$ cat config.mk
export PLATFORM = sky130hd
export DESIGN_NAME = ide_xfer_engine
export DESIGN_NICKNAME = d
export VERILOG_FILES = /design/src/rtl/ide_xfer_engine.sv
export SDC_FILE = /design/constraint.sdc
export NUM_CORES = 1
export LEC_CHECK = 0
export ABC_AREA = 0
export BUFFER_PORTS_ARGS = -buffer_cell sky130_fd_sc_hd__clkbuf_2
export CAP_MARGIN = 20
export CORE_UTILIZATION = 55
export CTS_CLUSTER_SIZE = 16
export DETAILED_ROUTE_END_ITERATION = 10
export PLACE_DENSITY = 0.87
export REMOVE_ABC_BUFFERS = 1
export SYNTH_ARGS = -nofsm -noshare
export SYNTH_HDL_FRONTEND = slang
export SYNTH_SLANG_ARGS = --single-unit
$ cat constraint.sdc
create_clock -name clk -period 3.8 [get_ports clk]
set_clock_uncertainty 0.1 [all_clocks]
set_input_delay 0.57 -clock clk [delete_from_list [all_inputs] [get_ports clk]]
set_output_delay 0.57 -clock clk [all_outputs]
set_load 0.03 [all_outputs]
$ cat src/rtl/ide_xfer_engine.sv
// IDE device-side data-port transfer engine: sequences PIO and multiword-DMA
// transfers between the host data register and a 1-cycle-latency sector buffer.
module ide_xfer_engine #(
   parameter int ADDR_W    = 8,
   parameter int DATA_W    = 16,
   parameter int DMA_BURST = 16
) (
   input  logic              clk,
   input  logic              rst_,
   input  logic              start,
   input  logic              abort,
   input  logic              dir,
   input  logic              dma_mode,
   input  logic [ADDR_W:0]   count,
   input  logic              dior_in,
   input  logic              diow_in,
   input  logic              dmack_in,
   input  logic              data_sel,
   input  logic [DATA_W-1:0] bus_wdata,
   output logic [DATA_W-1:0] bus_rdata,
   output logic              drq,
   output logic              dmarq,
   output logic              iowait,
   output logic [ADDR_W-1:0] buf_addr,
   output logic [DATA_W-1:0] buf_wdata,
   output logic              buf_we,
   input  logic [DATA_W-1:0] buf_rdata,
   output logic [ADDR_W:0]   pos,
   output logic              busy,
   output logic              done,
   output logic              overrun
);

   localparam int BW = (DMA_BURST < 2) ? 1 : $clog2(DMA_BURST + 1);

   typedef enum logic [2:0] {S_IDLE, S_PIO, S_DMA_REQ, S_DMA_PAUSE, S_DONE} state_t;

   state_t          state, state_n;
   logic            dir_q;
   logic [ADDR_W:0] count_q;
   logic [ADDR_W:0] pos_n, pos_inc;
   logic [BW-1:0]   burst, burst_n;
   logic            dior_q, diow_q;
   logic [1:0]      wait_cnt;
   logic            rd_rise, wr_rise, strobe, word_evt, stray, accept, last;
   logic            busy_n, rd_dir_n, wr_evt;

   // Strobe edge detection and next-state / datapath decisions
   always_comb begin
      rd_rise  = dior_in & ~dior_q;
      wr_rise  = diow_in & ~diow_q;
      strobe   = dir_q ? wr_rise : rd_rise;
      pos_inc  = pos + 1'b1;
      last     = (pos_inc == count_q);
      word_evt = 1'b0;
      stray    = 1'b0;
      accept   = 1'b0;
      state_n  = state;
      pos_n    = pos;
      burst_n  = burst;
      case (state)
         S_IDLE: begin
            stray = (rd_rise | wr_rise) & (data_sel | ~dmack_in);
            if (start) begin
               accept  = 1'b1;
               pos_n   = '0;
               burst_n = '0;
               if (count == '0)   state_n = S_DONE;
               else if (dma_mode) state_n = S_DMA_REQ;
               else               state_n = S_PIO;
            end
         end
         S_PIO: begin
            word_evt = strobe & data_sel;
            if (word_evt) begin
               pos_n = pos_inc;
               if (last) state_n = S_DONE;
            end
         end
         S_DMA_REQ: begin
            word_evt = strobe & ~dmack_in;
            if (word_evt) begin
               pos_n   = pos_inc;
               burst_n = burst + 1'b1;
               if (last)                            state_n = S_DONE;
               else if (burst_n == BW'(DMA_BURST)) state_n = S_DMA_PAUSE;
            end
         end
         S_DMA_PAUSE: begin
            stray = (rd_rise | wr_rise) & ~dmack_in;
            if (dmack_in) begin
               state_n = S_DMA_REQ;
               burst_n = '0;
            end
         end
         S_DONE: state_n = S_IDLE;
         default: state_n = S_IDLE;
      endcase
      // Abort overrides everything, including a start or a word in the same cycle
      if (abort) begin
         state_n  = S_IDLE;
         pos_n    = pos;
         burst_n  = burst;
         accept   = 1'b0;
         word_evt = 1'b0;
      end
      wr_evt   = word_evt & dir_q;
      busy_n   = (state_n == S_PIO) || (state_n == S_DMA_REQ) || (state_n == S_DMA_PAUSE);
      rd_dir_n = accept ? ~dir : ~dir_q;
      drq      = (state == S_PIO);
      dmarq    = (state == S_DMA_REQ);
      busy     = (state == S_PIO) || (state == S_DMA_REQ) || (state == S_DMA_PAUSE);
      iowait   = (wait_cnt != 2'd0);
   end

   // State, position and registered bus/buffer outputs
   always_ff @(posedge clk) begin
      if (!rst_) begin
         state     <= S_IDLE;
         dir_q     <= 1'b0;
         count_q   <= '0;
         pos       <= '0;
         burst     <= '0;
         dior_q    <= 1'b1;
         diow_q    <= 1'b1;
         wait_cnt  <= 2'd0;
         bus_rdata <= '0;
         buf_addr  <= '0;
         buf_wdata <= '0;
         buf_we    <= 1'b0;
         done      <= 1'b0;
         overrun   <= 1'b0;
      end else begin
         state     <= state_n;
         pos       <= pos_n;
         burst     <= burst_n;
         dior_q    <= dior_in;
         diow_q    <= diow_in;
         bus_rdata <= buf_rdata;
         buf_we    <= wr_evt;
         done      <= (state == S_DONE) & ~abort;
         if (accept) begin
            dir_q   <= dir;
            count_q <= count;
            overrun <= 1'b0;
         end else if (stray) begin
            overrun <= 1'b1;
         end
         if (wr_evt) buf_wdata <= bus_wdata;
         // Writes present the pre-increment address; otherwise prefetch the next word
         buf_addr <= wr_evt ? pos[ADDR_W-1:0] : pos_n[ADDR_W-1:0];
         // Hold IORDY low for the two cycles the read prefetch takes
         if (busy_n && rd_dir_n && (accept || (pos_n != pos))) wait_cnt <= 2'd2;
         else if (!busy_n)                                     wait_cnt <= 2'd0;
         else if (wait_cnt != 2'd0)                            wait_cnt <= wait_cnt - 2'd1;
      end
   end

endmodule

==> run metrics <==
Worst Max-Slew Pin Slew 693 ps; first-pass GRT wire length ~13 mm; ys async rst share 0%; via count between 3,000 and 4,000; vias in the first global route ~2,700; final hold vios 0; setup bufs post-CTS 0; Final Wtd Congestion a little under 0.9; worst vdd ir ~0.00027 V; initial core utilization roughly 57%; Non-Filler Instances roughly 550; maximum buffer depth of the clock tree 2; die footprint 6380 µm²; Static Leak between 1.5 and 2 nW; share of cells above drive strength 1 29.4%; RSZ-0062 raised after global routing no; hold buffer count at cts 0; # diodes 0; crit end category flip-flop; synth top area cells dfxtp_1 44%, nand2_1 6.0%, mux2i_1 4.5%, a21oi_1 4.2%, and2_1 3.6%; average cell area after synthesis a little under 9 µm²; period utilization 65.9%; antenna viol nets, final 0; Core Area ~6000 µm²; count of buffers from port buffering about 110; Worst Hold Class in -> reg; Seq cells post-synth between 70 and 80; H-tree lvl count 3; detailed-route DRC error count 0; GRT Overall Usage between 20% and 30%; Setup TNS 0 ps; Power Density 390 nW/µm²; worst-path maximum fanout 9; Final setup viols 0; status finished clean; Worst EP required just under 4000 ps; startpoint types flip-flop; fmax between 300 and 400 MHz; Post-synth EDFFs 0; DRT Pass-1 Iters 5; Num Clock Sinks 74; overall power between 1.5 and 2 mW; Top FF cell, synth dfxtp_1; fin worst setup slack between 1000 and 1500 ps; vias per cell 5.62; max cap viols 0; Die X 79.9 µm; die height around 80 µm; Post-Place Cells around 540; largest net degree at the start of global routing 43; register area share after synthesis 44.4%; Clock transition at path regs around 80 ps; Final #Nets roughly 530; wire per inst ~15 µm; post_cts resized 0; CTS tree yes; CP arrival between 2000 and 3000 ps; Worst-Skew Late Latency 350 ps; Post-Route WL 8.11 mm; placement row count 28; root buf cell clkbuf_8; Slew HR 53.6%; DR iter-0 viols around 150; Slew Limit Fails 0; Final Hold Slack about 320 ps; top-count cell post-synth dfxtp_1; total grt overflow 0; min Tclk post-route 2500 ps; mapped cell area roughly 3300 µm²; top cell type's share of synthesized area between 40% and 50%; total CTS buffers 9; worst r2r path cells 7; Mapped Cells 380; worst slack at placement roughly 1100 ps; post-DP HPWL between 5 and 6 mm; largest area contributor in the synthesized netlist dfxtp_1; Post-synth top cells 74 x dfxtp_1, 53 x nand2_1, 31 x nor2_1, 28 x a21oi_1, 19 x and2_1; synthesis-to-finish area growth 21.2%; Ys Warns 0; Top Ports about 110; cell depth of the worst hold path 2; Yosys cell types 58; critical path class reg -> reg; initial antenna violation count 0
[cell families (layout without fill, tap and decap cells)]
logic type	after synthesis	count (layout)	synth area share [%]
DFF	74	74	44.4
xor gates and xnor gates	15	15	3.94
adders and majority gates	2	2	0.750
and+or+nand+nor	169	169	25.9
muxes	15	15	4.50
AOI/OAI and AO/OA	75	75	15.7
buffers and inverters	30	129	4.84
[per-layer routing]
metal	wire (µm)	vias up	GRT usage (%)	part of all wire, %
li1	-	1518	-	-
met1	3480	1424	30.6	43
met2	3870	155	43.7	48
met3	615	18	5.26	7.6
met4	147	0	11.3	1.8
met5	0	-	0	0
[path summary, 6_finish.rpt]
check | startpoint | endpoint | slack [ps]
setup reg to reg | pos[0]$_SDFF_PN0_ | state[0]$_SDFF_PN0_ | 1300
setup / recovery | pos[0]$_SDFF_PN0_ | state[0]$_SDFF_PN0_ | 1300
hold / removal | buf_rdata[5] | bus_rdata[5]$_SDFF_PN0_ | 320
hold reg to reg | buf_wdata[3]$_SDFFE_PN0P_ | buf_wdata[3]$_SDFFE_PN0P_ | 360
[worst max-delay path, cell delays in order (launching register included)]
cell	delay (ps)
dfxtp_1	490
ha_1	410
nand3_1	140
xnor2_1	310
xnor2_1	130
nor4_2	460
o2111ai_1	160
and3b_1	190
[cell usage in the layout (no fill, tap or decap), drive strengths merged, types with 2 or more instances in the layout]
master	instances
dfxtp	74
ha	2
a32oi	2
clkinv	2
mux2i	15
nand3	18
nand4	5
a21oi	29
a221oi	4
nand2	53
or3	2
nand2b	5
a22oi	2
buf	3
xor2	5
a21bo	2
and3b	3
nor3b	3
inv	5
clkbuf	117
nand3b	3
nand4b	2
xnor2	10
a311oi	4
a21o	3
nor4	2
nor2b	2
or2	3
and2	20
a31o	2
and3	7
a31oi	2
nor2	31
o21ai	12
or3b	2
nor3	7
a211oi	3
[power by group]
part / internal [mW] / total, mW / switching, mW
Combinational: 0.0599 / 0.150 / 0.0904
Sequential: 0.793 / 0.804 / 0.0114
Clock: 0.335 / 0.622 / 0.287
Total: 1.19 / 1.58 / 0.388
[flip-flops by register name, indices dropped and copies added, names as in the netlist]
register	flops
buf_wdata	16
bus_rdata	16
count_q	9
pos	9
buf_addr	8
burst	5
state	3
wait_cnt	2
buf_we	1
dior_q	1
diow_q	1
dir_q	1
done	1
overrun	1
[area by class of cell]
cell class | count | area [µm²]
Clock inverter | 4 | 51.3
Fill cell | 480 | 1840
Clock buffer | 11 | 151
Tap cell | 75 | 93.8
Multi-Input combinational cell | 276 | 1700
Sequential cell | 74 | 1480
Inverter | 5 | 18.8
Timing Repair Buffer | 109 | 553
[per-stage QoR]
stage	utilization, %	area (µm²)
final	68.7	4050
after global routing	68.7	4050
after CTS	68.7	4050
after detailed placement	65.3	3840
after global placement	65.3	3840
after floorplan	-	3200
No activity file was read; power rests on OpenSTA's default activity.
